===== src/rtl/alu_control_seq_if.sv =====
// -----------------------------------------------------------------------------
// alu_control_seq_if
//
// Purpose:
//   Bundles the instruction-side and result-side signals of the ALU control
//   sequencer so the decoder and its upstream pipeline stage share one port.
//   Clock and reset are not part of the bundle; they stay plain module ports.
//
// Signals:
//   i_enable     pipeline advance, output register loads only when high
//   i_flush      kill the current and the captured instruction
//   i_valid      opcode/funct carry a real instruction
//   i_opcode     instruction opcode              (NB_OPCODE bits)
//   i_funct      instruction funct field         (NB_FUNCTION bits)
//   o_alu_op     registered ALU operation code   (NB_OP_ALU bits)
//   o_shift_var  registered, shift amount taken from rs instead of shamt
//   o_valid      registered, o_alu_op holds a live instruction
//   o_illegal    registered, captured instruction not in the decode table
//   o_md_start   one-cycle pulse launching the multiply/divide unit
//   o_md_op      registered multiply/divide op: 00 MULT 01 MULTU 10 DIV 11 DIVU
//   o_md_done    one-cycle pulse, multiply/divide result ready
//   o_stall      high while multiply/divide is busy; upstream must hold
//
// Modports:
//   master  upstream pipeline stage (drives i_*, observes o_*)
//   slave   the sequencer itself    (observes i_*, drives o_*)
// -----------------------------------------------------------------------------
interface alu_control_seq_if #(
    parameter int NB_FUNCTION = 6,
    parameter int NB_OPCODE   = 6,
    parameter int NB_OP_ALU   = 6
);

    logic                   i_enable;
    logic                   i_flush;
    logic                   i_valid;
    logic [NB_OPCODE-1:0]   i_opcode;
    logic [NB_FUNCTION-1:0] i_funct;

    logic [NB_OP_ALU-1:0]   o_alu_op;
    logic                   o_shift_var;
    logic                   o_valid;
    logic                   o_illegal;
    logic                   o_md_start;
    logic [1:0]             o_md_op;
    logic                   o_md_done;
    logic                   o_stall;

    // Upstream stage: presents instructions, reacts to stall and results.
    modport master (
        output i_enable,
        output i_flush,
        output i_valid,
        output i_opcode,
        output i_funct,
        input  o_alu_op,
        input  o_shift_var,
        input  o_valid,
        input  o_illegal,
        input  o_md_start,
        input  o_md_op,
        input  o_md_done,
        input  o_stall
    );

    // Sequencer: consumes instructions, produces decoded controls.
    modport slave (
        input  i_enable,
        input  i_flush,
        input  i_valid,
        input  i_opcode,
        input  i_funct,
        output o_alu_op,
        output o_shift_var,
        output o_valid,
        output o_illegal,
        output o_md_start,
        output o_md_op,
        output o_md_done,
        output o_stall
    );

endinterface


===== src/rtl/alu_control_seq.sv =====
// -----------------------------------------------------------------------------
// alu_control_seq
//
// Purpose:
//   Decodes a MIPS-style opcode/funct pair into an ALU operation code, a
//   variable-shift flag and an illegal-instruction flag, all held in a single
//   output register that advances with the pipeline enable. Multiply/divide
//   instructions additionally launch a fixed-latency multiply/divide sequence:
//   a one-cycle start pulse, MD_LATENCY cycles of stall, then a one-cycle done
//   pulse. A flush kills the captured instruction and any sequence in flight.
//
// Ports:
//   clock   single clock, all state updates on its rising edge
//   reset   synchronous, active-high; overrides flush, enable and busy
//   bus     alu_control_seq_if.slave (instruction in, decoded controls out)
//
// Parameters:
//   NB_FUNCTION  width of funct field            (default 6)
//   NB_OPCODE    width of opcode field           (default 6)
//   NB_OP_ALU    width of ALU operation code     (default 6)
//   MD_LATENCY   busy cycles per mult/div op     (default 32, legal 2..255)
//   The widths must match the ones the interface instance was built with.
// -----------------------------------------------------------------------------
module alu_control_seq #(
    parameter int NB_FUNCTION = 6,
    parameter int NB_OPCODE   = 6,
    parameter int NB_OP_ALU   = 6,
    parameter int MD_LATENCY  = 32
) (
    input  logic               clock,
    input  logic               reset,
    alu_control_seq_if.slave   bus
);

    // Sequencer states. DONE behaves like IDLE for accepting new input but
    // additionally flags the one cycle in which the result is ready.
    localparam logic [1:0] ST_IDLE = 2'd0;
    localparam logic [1:0] ST_BUSY = 2'd1;
    localparam logic [1:0] ST_DONE = 2'd2;

    // Eight bits cover the whole legal latency range.
    localparam int NB_CNT = 8;

    // ALU operation codes produced by the decoder.
    localparam logic [NB_OP_ALU-1:0] ALU_SLL = NB_OP_ALU'(6'b000000);
    localparam logic [NB_OP_ALU-1:0] ALU_SRL = NB_OP_ALU'(6'b000010);
    localparam logic [NB_OP_ALU-1:0] ALU_SRA = NB_OP_ALU'(6'b000011);
    localparam logic [NB_OP_ALU-1:0] ALU_LUI = NB_OP_ALU'(6'b001111);
    localparam logic [NB_OP_ALU-1:0] ALU_ADD = NB_OP_ALU'(6'b100000);
    localparam logic [NB_OP_ALU-1:0] ALU_SUB = NB_OP_ALU'(6'b100010);
    localparam logic [NB_OP_ALU-1:0] ALU_AND = NB_OP_ALU'(6'b100100);
    localparam logic [NB_OP_ALU-1:0] ALU_OR  = NB_OP_ALU'(6'b100101);
    localparam logic [NB_OP_ALU-1:0] ALU_XOR = NB_OP_ALU'(6'b100110);
    localparam logic [NB_OP_ALU-1:0] ALU_NOR = NB_OP_ALU'(6'b100111);
    localparam logic [NB_OP_ALU-1:0] ALU_SLT = NB_OP_ALU'(6'b101010);

    localparam logic [NB_OPCODE-1:0] OPC_RTYPE = NB_OPCODE'(6'b000000);

    logic [1:0]           state_q;
    logic [1:0]           state_d;
    logic [NB_CNT-1:0]    counter_q;
    logic [NB_CNT-1:0]    counter_d;

    logic [NB_OP_ALU-1:0] aluOp_q;
    logic                 shiftVar_q;
    logic                 valid_q;
    logic                 illegal_q;
    logic                 mdStart_q;
    logic [1:0]           mdOp_q;

    logic [NB_OP_ALU-1:0] decAluOp;
    logic                 decShiftVar;
    logic                 decIllegal;
    logic                 decMd;

    logic                 stallNow;
    logic                 loadEn;
    logic                 mdLaunch;

    // Pure combinational decode of the presented instruction. Anything not
    // recognised falls through to ADD with the illegal flag set, which keeps
    // the datapath doing something harmless while the flag reports it.
    // Multiply/divide ops also drive ADD on the ALU; the real work happens in
    // the separate multiply/divide unit.
    always_comb begin
        decAluOp    = ALU_ADD;
        decShiftVar = 1'b0;
        decIllegal  = 1'b0;
        decMd       = 1'b0;
        if (bus.i_opcode == OPC_RTYPE) begin
            case (bus.i_funct)
                NB_FUNCTION'(6'b000000): decAluOp = ALU_SLL;
                NB_FUNCTION'(6'b000010): decAluOp = ALU_SRL;
                NB_FUNCTION'(6'b000011): decAluOp = ALU_SRA;
                NB_FUNCTION'(6'b000100): begin
                    decAluOp    = ALU_SLL;
                    decShiftVar = 1'b1;
                end
                NB_FUNCTION'(6'b000110): begin
                    decAluOp    = ALU_SRL;
                    decShiftVar = 1'b1;
                end
                NB_FUNCTION'(6'b000111): begin
                    decAluOp    = ALU_SRA;
                    decShiftVar = 1'b1;
                end
                NB_FUNCTION'(6'b001000): decAluOp = ALU_ADD;
                NB_FUNCTION'(6'b001001): decAluOp = ALU_ADD;
                NB_FUNCTION'(6'b011000): decMd    = 1'b1;
                NB_FUNCTION'(6'b011001): decMd    = 1'b1;
                NB_FUNCTION'(6'b011010): decMd    = 1'b1;
                NB_FUNCTION'(6'b011011): decMd    = 1'b1;
                NB_FUNCTION'(6'b100001): decAluOp = ALU_ADD;
                NB_FUNCTION'(6'b100011): decAluOp = ALU_SUB;
                NB_FUNCTION'(6'b100100): decAluOp = ALU_AND;
                NB_FUNCTION'(6'b100101): decAluOp = ALU_OR;
                NB_FUNCTION'(6'b100110): decAluOp = ALU_XOR;
                NB_FUNCTION'(6'b100111): decAluOp = ALU_NOR;
                NB_FUNCTION'(6'b101010): decAluOp = ALU_SLT;
                default:                 decIllegal = 1'b1;
            endcase
        end else begin
            case (bus.i_opcode)
                NB_OPCODE'(6'b001000): decAluOp = ALU_ADD;
                NB_OPCODE'(6'b001001): decAluOp = ALU_ADD;
                NB_OPCODE'(6'b001100): decAluOp = ALU_AND;
                NB_OPCODE'(6'b001101): decAluOp = ALU_OR;
                NB_OPCODE'(6'b001110): decAluOp = ALU_XOR;
                NB_OPCODE'(6'b001010): decAluOp = ALU_SLT;
                NB_OPCODE'(6'b001111): decAluOp = ALU_LUI;
                NB_OPCODE'(6'b100000): decAluOp = ALU_ADD;
                NB_OPCODE'(6'b100001): decAluOp = ALU_ADD;
                NB_OPCODE'(6'b100011): decAluOp = ALU_ADD;
                NB_OPCODE'(6'b100100): decAluOp = ALU_ADD;
                NB_OPCODE'(6'b100101): decAluOp = ALU_ADD;
                NB_OPCODE'(6'b100111): decAluOp = ALU_ADD;
                NB_OPCODE'(6'b101000): decAluOp = ALU_ADD;
                NB_OPCODE'(6'b101001): decAluOp = ALU_ADD;
                NB_OPCODE'(6'b101011): decAluOp = ALU_ADD;
                NB_OPCODE'(6'b000100): decAluOp = ALU_SUB;
                NB_OPCODE'(6'b000101): decAluOp = ALU_SUB;
                NB_OPCODE'(6'b000010): decAluOp = ALU_ADD;
                NB_OPCODE'(6'b000011): decAluOp = ALU_ADD;
                default:               decIllegal = 1'b1;
            endcase
        end
    end

    // The output register only loads when the pipeline advances, nothing is
    // stalling it and no flush is killing the instruction. A multiply/divide
    // sequence is launched only by a real (valid) instruction being loaded.
    assign stallNow = (state_q == ST_BUSY);
    assign loadEn   = bus.i_enable && !stallNow && !bus.i_flush;
    assign mdLaunch = loadEn && bus.i_valid && decMd;

    // Next-state logic for the multiply/divide sequencer. The counter is
    // loaded with MD_LATENCY-1 and BUSY exits when it reaches zero, which
    // gives exactly MD_LATENCY busy cycles. Flush abandons the sequence from
    // any state, so no done pulse is ever seen for a killed operation.
    always_comb begin
        state_d   = state_q;
        counter_d = counter_q;
        if (bus.i_flush) begin
            state_d   = ST_IDLE;
            counter_d = '0;
        end else begin
            case (state_q)
                ST_IDLE, ST_DONE: begin
                    if (mdLaunch) begin
                        state_d   = ST_BUSY;
                        counter_d = NB_CNT'(MD_LATENCY - 1);
                    end else begin
                        state_d   = ST_IDLE;
                    end
                end
                ST_BUSY: begin
                    if (counter_q == '0) begin
                        state_d = ST_DONE;
                    end else begin
                        counter_d = counter_q - NB_CNT'(1);
                    end
                end
                default: begin
                    state_d   = ST_IDLE;
                    counter_d = '0;
                end
            endcase
        end
    end

    // Sequencer state register.
    always_ff @(posedge clock) begin
        if (reset) begin
            state_q   <= ST_IDLE;
            counter_q <= '0;
        end else begin
            state_q   <= state_d;
            counter_q <= counter_d;
        end
    end

    // Output register. A flush clears the validity-related flags but leaves
    // the op code fields alone since nothing downstream trusts them without
    // o_valid. The start pulse is simply the registered launch condition, so
    // it can only ever last one cycle. The illegal flag only reports real
    // instructions; a bubble is never illegal.
    always_ff @(posedge clock) begin
        if (reset) begin
            aluOp_q    <= '0;
            shiftVar_q <= 1'b0;
            valid_q    <= 1'b0;
            illegal_q  <= 1'b0;
            mdStart_q  <= 1'b0;
            mdOp_q     <= 2'b00;
        end else if (bus.i_flush) begin
            valid_q    <= 1'b0;
            illegal_q  <= 1'b0;
            mdStart_q  <= 1'b0;
        end else begin
            mdStart_q <= mdLaunch;
            if (loadEn) begin
                aluOp_q    <= decAluOp;
                shiftVar_q <= decShiftVar;
                valid_q    <= bus.i_valid;
                illegal_q  <= bus.i_valid && decIllegal;
            end
            if (mdLaunch) begin
                mdOp_q <= bus.i_funct[1:0];
            end
        end
    end

    assign bus.o_alu_op    = aluOp_q;
    assign bus.o_shift_var = shiftVar_q;
    assign bus.o_valid     = valid_q;
    assign bus.o_illegal   = illegal_q;
    assign bus.o_md_start  = mdStart_q;
    assign bus.o_md_op     = mdOp_q;
    assign bus.o_md_done   = (state_q == ST_DONE);
    assign bus.o_stall     = stallNow;

endmodule


===== src/flat_wrapper.sv =====
// flat-port wrapper written by rule: the top's interface ports become plain ports
module alu_control_seq_flat 
#(
    parameter int NB_FUNCTION = 6,
    parameter int NB_OPCODE   = 6,
    parameter int NB_OP_ALU   = 6,
    parameter int MD_LATENCY  = 32
)
  (clock, reset, bus_i_enable, bus_i_flush, bus_i_valid, bus_i_opcode, bus_i_funct, bus_o_alu_op, bus_o_shift_var, bus_o_valid, bus_o_illegal, bus_o_md_start, bus_o_md_op, bus_o_md_done, bus_o_stall);
  alu_control_seq_if #(.NB_FUNCTION(NB_FUNCTION), .NB_OPCODE(NB_OPCODE), .NB_OP_ALU(NB_OP_ALU)) bus_i ();
  input  logic clock;
  input  logic reset;
  input wire logic [$bits(bus_i.i_enable)-1:0] bus_i_enable;
  input wire logic [$bits(bus_i.i_flush)-1:0] bus_i_flush;
  input wire logic [$bits(bus_i.i_valid)-1:0] bus_i_valid;
  input wire logic [$bits(bus_i.i_opcode)-1:0] bus_i_opcode;
  input wire logic [$bits(bus_i.i_funct)-1:0] bus_i_funct;
  output wire logic [$bits(bus_i.o_alu_op)-1:0] bus_o_alu_op;
  output wire logic [$bits(bus_i.o_shift_var)-1:0] bus_o_shift_var;
  output wire logic [$bits(bus_i.o_valid)-1:0] bus_o_valid;
  output wire logic [$bits(bus_i.o_illegal)-1:0] bus_o_illegal;
  output wire logic [$bits(bus_i.o_md_start)-1:0] bus_o_md_start;
  output wire logic [$bits(bus_i.o_md_op)-1:0] bus_o_md_op;
  output wire logic [$bits(bus_i.o_md_done)-1:0] bus_o_md_done;
  output wire logic [$bits(bus_i.o_stall)-1:0] bus_o_stall;
  assign bus_i.i_enable = bus_i_enable;
  assign bus_i.i_flush = bus_i_flush;
  assign bus_i.i_valid = bus_i_valid;
  assign bus_i.i_opcode = bus_i_opcode;
  assign bus_i.i_funct = bus_i_funct;
  assign bus_o_alu_op = bus_i.o_alu_op;
  assign bus_o_shift_var = bus_i.o_shift_var;
  assign bus_o_valid = bus_i.o_valid;
  assign bus_o_illegal = bus_i.o_illegal;
  assign bus_o_md_start = bus_i.o_md_start;
  assign bus_o_md_op = bus_i.o_md_op;
  assign bus_o_md_done = bus_i.o_md_done;
  assign bus_o_stall = bus_i.o_stall;
  alu_control_seq #(.NB_FUNCTION(NB_FUNCTION), .NB_OPCODE(NB_OPCODE), .NB_OP_ALU(NB_OP_ALU), .MD_LATENCY(MD_LATENCY)) u_core (.clock(clock), .reset(reset), .bus(bus_i));
endmodule

===== config.mk =====
export PLATFORM = sky130hd
export DESIGN_NAME = alu_control_seq_flat
export DESIGN_NICKNAME = d
export VERILOG_FILES = /design/src/rtl/alu_control_seq_if.sv /design/src/rtl/alu_control_seq.sv /design/src/flat_wrapper.sv
export SDC_FILE = /design/constraint.sdc
export NUM_CORES = 1
export LEC_CHECK = 0
export CAP_MARGIN = 20
export CORE_MARGIN = 3
export CORE_UTILIZATION = 25
export CTS_CLUSTER_SIZE = 24
export DETAILED_ROUTE_END_ITERATION = 8
export GPL_ROUTABILITY_DRIVEN = 0
export PLACE_DENSITY_LB_ADDON = 0.2
export REMOVE_ABC_BUFFERS = 1
export SYNTH_ARGS = -nofsm -noshare
export SYNTH_HDL_FRONTEND = slang
export SYNTH_SLANG_ARGS = --single-unit

===== constraint.sdc =====
create_clock -name clock -period 3.79 [get_ports clock]
set_input_delay 1.137 -clock clock [delete_from_list [all_inputs] [get_ports clock]]
set_output_delay 1.137 -clock clock [all_outputs]
set_load 0.1 [all_outputs]

==> flow_metrics.py <==
metrics = {
    "run_status": {
        "status": "completed",
    },
    "job": {
        "max-cap-violations": 0,
    },
    "place": {
        "port_buffers": 29,
        "hpwl_um": 2830,
        "placed_area_mm2": 0.00169,
        "dp_worst_setup_slack_ns": 0.580,
    },
    "floorplan": {
        "design.core.area_mm2": 0.00527,
        "dieHeight_um": 80.8,
        "die_x_um": 80.8,
        "io_pins": 31,
        "fp.dieArea_mm2": 0.00652,
        "rows": 26,
        "initial_core_util": 0.265,
    },
    "synth": {
        "synth_common_cells": "21 x dfxtp_1, 18 x nand2_1, 15 x a21oi_1, 15 x nor2_1, 10 x o21ai_0",
        "synth_edf_count": 0,
        "yosys.area.top_type": "dfxtp_1",
        "synth_seq_cells": 21,
        "synth.most_common_cell": "dfxtp_1",
        "netlist.area_leader.share": 0.301,
        "ys_types": 54,
        "netlist_area_mm2": 0.00140,
        "synth-seq-area-share": 0.301,
        "syn_area_per_cell_um2": 7.81,
        "ys_warn_count": 0,
        "synth_ff_type": "dfxtp_1",
        "syn-instance-count": 179,
        "ys_async_sr_fraction": 0,
        "yosys-top-cells-area": "dfxtp_1 30%, a21oi_1 5.4%, nand2_1 4.8%, nor2_1 4.0%, o21ai_0 3.6%",
    },
    "cells_and_area": {
        "fin_area_mm2": 0.00174,
        "regArea_um2": 420,
        "num-fill-cells": 573,
        "final_nets": 221,
        "drive_gt1_frac": 0.159,
        "multi_input_area_um2": 891,
        "antenna_cells": 0,
        "area_growth_pct": 24.2,
    },
    "setup_path": {
        "max_stage_delay_ns": 0.59,
        "crit_type": "input port to register",
        "critPathRequiredTime_ns": 3.97,
        "cp.arrival_ns": 3.10,
        "cpMaxStageDelayCell": "or4_4",
        "cp-end-kind": "register",
        "crit_chain": "clkdlybuf4s50_1 > or4_4 > nor3_2 > a41o_2 > a21oi_1 > a211oi_1",
        "crit_fanout": 7,
        "crit_path_start_kind": "input port",
        "critPathBufInv": 1,
        "critPathTopFamily": "simple AND/OR/NAND/NOR gates",
    },
    "timing": {
        "setup_ws_ns": 0.869,
        "slew_headroom": 0.530,
        "finalSetupTns_ns": 0,
        "tightestPinTransition_ns": 0.697,
        "finalClockSkew_ns": 0.00281,
        "hold_viol_final": 0,
        "period_share": 0.771,
        "fmax_mhz": 342,
        "rsz0062_at_grt": "no",
        "setup_viol": 0,
        "finalMaxSlewViolations": 0,
        "period_minus_slack_ns": 2.92,
    },
    "power_and_ir_drop": {
        "switching_share": 0.308,
        "pwr-share-comb": 0.212,
        "seq_power_share": 0.470,
        "p_clk_frac": 0.318,
        "peakVddDrop_mv": 0.131,
        "power.switching_uw": 148,
        "finalPower_uw": 482,
        "p_leak_uw": 0.000587,
        "pwr_density_cell_mw_per_mm2": 277,
        "p_int_uw": 333,
    },
    "global_routing": {
        "grt_use_total": 0.119,
        "grt_pass1_wl_um": 6040,
        "first_global_vias": 1253,
        "antenna_found_initial": 0,
        "grt_max_degree": 15,
        "grt.overflow.total": 0,
    },
    "route": {
        "drt_iter0_drc": 88,
        "viasPerCell": 5.06,
        "post_drt_wl_per_cell_um": 13.7,
        "first_pass_iters": 4,
        "ant_nets": 0,
        "drc": 0,
        "vias": 1371,
        "drt-total-wl_um": 3720,
    },
    "clock_network": {
        "cts_sinks": 21,
        "cts_made_buffers": 3,
        "tritoncts": "done",
        "cts_buffer_depth": 2,
        "cts_hold_buf": 0,
        "h-tree-depth": 1,
        "post_cts_buffers": 0,
        "clk_latency_ns": 0.26,
        "cts.clk_slew.worst_paths_ns": 0.08,
        "cts_resized": 0,
        "cts-root-buf": "clkbuf_8",
    },
    "hold_path": {
        "hp-class": "register to register",
    },
}
-- sequential cells by signal, summed over array words and instances, names as in the netlist --
name / flops
u_core.bus.o_alu_op: 5
u_core.bus.o_md_op: 2
u_core.bus.o_illegal: 1
u_core.bus.o_shift_var: 1
u_core.state_q: 2
u_core.counter_q: 8
u_core.bus.o_valid: 1
u_core.bus.o_md_start: 1
-- area by class of cell --
cell class                      count  share of cell area
Timing Repair Buffer               30               0.153
Sequential cell                    21               0.242
Clock buffer                        4              0.0260
Inverter                            7              0.0151
Multi-Input combinational cell    139               0.513
Tap cell                           70              0.0505
-- power groups by stage --
stage	Clock [uW]	Sequential, uW	Combinational (uW)
after floorplan	0	257	31.5
after detailed placement	0	231	102
after global placement	0	231	103
after CTS	158	226	102
final	153	226	102
after global routing	167	227	109
-- metrics by stage --
stage                     hold WS (ns)  cells   util
after floorplan                  0.487    167      -
after global placement           0.445    267  0.321
after detailed placement         0.448    267  0.321
after CTS                        0.459    271  0.329
after global routing             0.486    271  0.329
final                            0.457    271  0.329
-- worst paths after layout --
| check | from | to | slack [ns] | cells past startpoint |
|---|---|---|---|---|
| min reg2reg | u_core.bus.o_valid | u_core.bus.o_valid | 0.46 | 2 |
| min | u_core.bus.o_valid | u_core.bus.o_valid | 0.46 | 2 |
| max | bus_i_opcode[1] | u_core.counter_q[0] | 0.87 | 6 |
| max reg2reg | u_core.state_q[0] | u_core.counter_q[0] | 1.70 | 5 |
-- kinds of logic (layout without fill, tap and decap cells) --
kind of cell / count (synthesis) / in the layout / share of synthesized area
DFF: 21 / 21 / 0.301
muxes: 1 / 1 / 0.00806
buffers and inverters: 19 / 41 / 0.0618
AOI/OAI and AO/OA: 49 / 49 / 0.238
xor gates and xnor gates: 2 / 2 / 0.0125
adders and majority gates: 2 / 2 / 0.0179
and+or+nand+nor: 84 / 84 / 0.358
other: 1 / 1 / 0.00268
-- placed cells by master (no fill, tap or decap), types with 4 or more instances in the layout --
master           count
nand2b_1             6
nor2_1              15
dfxtp_1             21
buf_4               14
nand2_1             18
nand3_1              6
nor3_1               5
a21oi_1             15
nand4_1              5
clkdlybuf4s50_1     16
a311oi_1             4
a211oi_1             4
o21ai_0             10
inv_1                7
-- layer usage --
metal / track usage / part of all wire / up-vias
met5: 0 / 0 / -
li1: - / - / 709
met2: 0.171 / 0.41 / 32
met4: 0.0574 / 0.020 / 0
met3: 0.0222 / 0.055 / 4
met1: 0.171 / 0.51 / 626
-- tightest hold or removal path: stages (launching register included) --
cell     delay, ns
dfxtp_1       0.31
nand2_1       0.05
a21oi_1       0.05
(Power assumes the default switching activity.)
==> variant: new RTL, config.mk and constraints unchanged <==
`NB_OP_ALU` is set to 6 in 3 places; all go to 5. Comments in the files are not updated.
--- a/src/rtl/alu_control_seq_if.sv
+++ b/src/rtl/alu_control_seq_if.sv
@@ -30,3 +30,3 @@
     parameter int NB_OPCODE   = 6,
-    parameter int NB_OP_ALU   = 6
+    parameter int NB_OP_ALU   = 5
 );
--- a/src/rtl/alu_control_seq.sv
+++ b/src/rtl/alu_control_seq.sv
@@ -26,3 +26,3 @@
     parameter int NB_OPCODE   = 6,
-    parameter int NB_OP_ALU   = 6,
+    parameter int NB_OP_ALU   = 5,
     parameter int MD_LATENCY  = 32
--- a/src/flat_wrapper.sv
+++ b/src/flat_wrapper.sv
@@ -5,3 +5,3 @@
     parameter int NB_OPCODE   = 6,
-    parameter int NB_OP_ALU   = 6,
+    parameter int NB_OP_ALU   = 5,
     parameter int MD_LATENCY  = 32
Interface: changed (resized bus_o_alu_op); port bits go from 31 to 30. No check against the original RTL was run, so the function may have changed too.
==> variant against the original RTL <==
Cell area is 13% lower; sequential cell count is 1 lower; critical path depth stayed put; sequential share of layout area is 2.3 points higher; hold slack better by 2.4 ps; total power is 3.6% lower; setup slack worse by 63 ps; global-route usage is 0.17 points higher; routed wire length is 15% lower; first-iteration DRC count is 41% lower; area after synthesis is 16% lower.
==> variant: results (changes against the original RTL) <==
Critical path
  • Arrival time worst endpoint: 3170 ps (was 3100 ps)
  • Top fanout value on the critical path: 7 (unchanged)

Finish
  • # fillers: 482 (was 573)
  • Top reg by flops: u_core.counter_q (unchanged)
  • Layout cells sized above 1: 14.0% (was 15.9%)
  • Layout Nets: 198 (was 221)
  • Diodes inserted: 0 (unchanged)

Power
  • Comb group: 0.0000853 W (was 0.000102 W)
  • P_sw: 0.000129 W (was 0.000148 W)
  • Pleak: 0.570 nW (was 0.587 nW)
  • Sequential power: 0.000214 W (was 0.000226 W)
  • Worst VDD drop: 0.183 mV (was 0.131 mV)
  • Net Sw Frac: 27.7% (was 30.8%)

Global route
  • Met3 Usage GRT: 2.84% (was 2.22%)
  • Met1 GRT Util: 15.6% (was 17.1%)
  • First-pass GRT wire length: 5310 microns (was 6040 microns)
  • Largest net degree at the start of global routing: 12 (was 15)
  • GRT Util Overall: 12.1% (was 11.9%)
  • Met2 GRT Util: 19.7% (was 17.1%)

Synth
  • Commonest cells in the synthesized netlist: 22 x nor2_1, 20 x dfxtp_1, 11 x a21oi_1 (was 21 x dfxtp_1, 18 x nand2_1, 15 x a21oi_1, 15 x nor2_1, 10 x o21ai_0)
  • Synth area leaders: dfxtp_1 34%, nor2_1 7.0%, a21oi_1 4.7% (was dfxtp_1 30%, a21oi_1 5.4%, nand2_1 4.8%)
  • Ys Warns: 0 (unchanged)
  • Sequential cell area fraction in the yosys report: 34.2% (was 30.1%)
  • Synth unique cells: 41 (was 54)

Place
  • Dpl hpwl: 2490 microns (was 2830 microns)
  • Post-Place Worst Slack: 546 ps (was 580 ps)
  • PortBufs: 28 (was 29)

Timing
  • Slew headroom: 59.0% (was 53.0%)
  • Skew final: 6.15 ps (was 2.81 ps)

Run status
  • Outcome: completed (unchanged)

Detailed routing
  • DRT iter0 DRCs: 52 (was 88)
  • WL per Instance: 13.7 microns (about the same)
  • Via Count: 1218 (was 1371)

CTS
  • H-tree depth: 1 (unchanged)
## variant: cell count changes after synthesis, moves of 4 or more
| cell | change |
|---|---|
| nand2_1 | -8 |
| nor2_1 | +7 |
| a21oi_1 | -4 |
| nand2b_1 | -4 |
| nand3_1 | +4 |
## variant: final timing paths
check             slack, ps                  end  depth (start not counted)                from
setup / recovery        810  u_core.counter_q[5]                          6      bus_i_funct[3]
hold / removal          460   u_core.bus.o_valid                          2  u_core.bus.o_valid
setup reg to reg       1840  u_core.counter_q[5]                          5   u_core.state_q[1]
hold reg to reg         460   u_core.bus.o_valid                          2  u_core.bus.o_valid
## variant: kinds of logic (layout without fill, tap and decap cells)
kind of cell	after synthesis	after routing	share of synthesized area (%)
DFF	20	20	34.2
adders and majority gates	2	2	2.13
muxes	2	2	1.71
and+or+nand+nor	73	73	33.1
xor gates and xnor gates	2	2	1.49
buffers and inverters	14	39	4.91
AOI/OAI and AO/OA	39	39	22.2
other	1	1	0.320
## variant: cell type report
cell class                      count  share of cell area [%]
Clock buffer                        4                    3.64
Inverter                            7                    1.74
Multi-Input combinational cell    119                    47.3
Sequential cell                    20                    26.5
Tap cell                           52                    4.30
Timing Repair Buffer               28                    16.6
## variant: metrics by stage
stage | area (sq um) | cells
after floorplan | 1140 | 146
after global placement | 1460 | 226
after detailed placement | 1460 | 226
after CTS | 1510 | 230
after global routing | 1510 | 230
final | 1510 | 230
## variant: metal layers
| layer | vias to the layer above | wire length [microns] |
|---|---|---|
| met2 | 35 | 1500 |
| met1 | 569 | 1470 |
| met4 | 0 | 24 |
| met3 | 2 | 163 |
| li1 | 612 | - |
| met5 | - | 0 |
## variant: critical path, stage by stage
cell	delay, ps
clkdlybuf4s50_1	580
inv_2	80
or4b_4	560
o31a_1	320
or3_1	360
a21oi_1	140
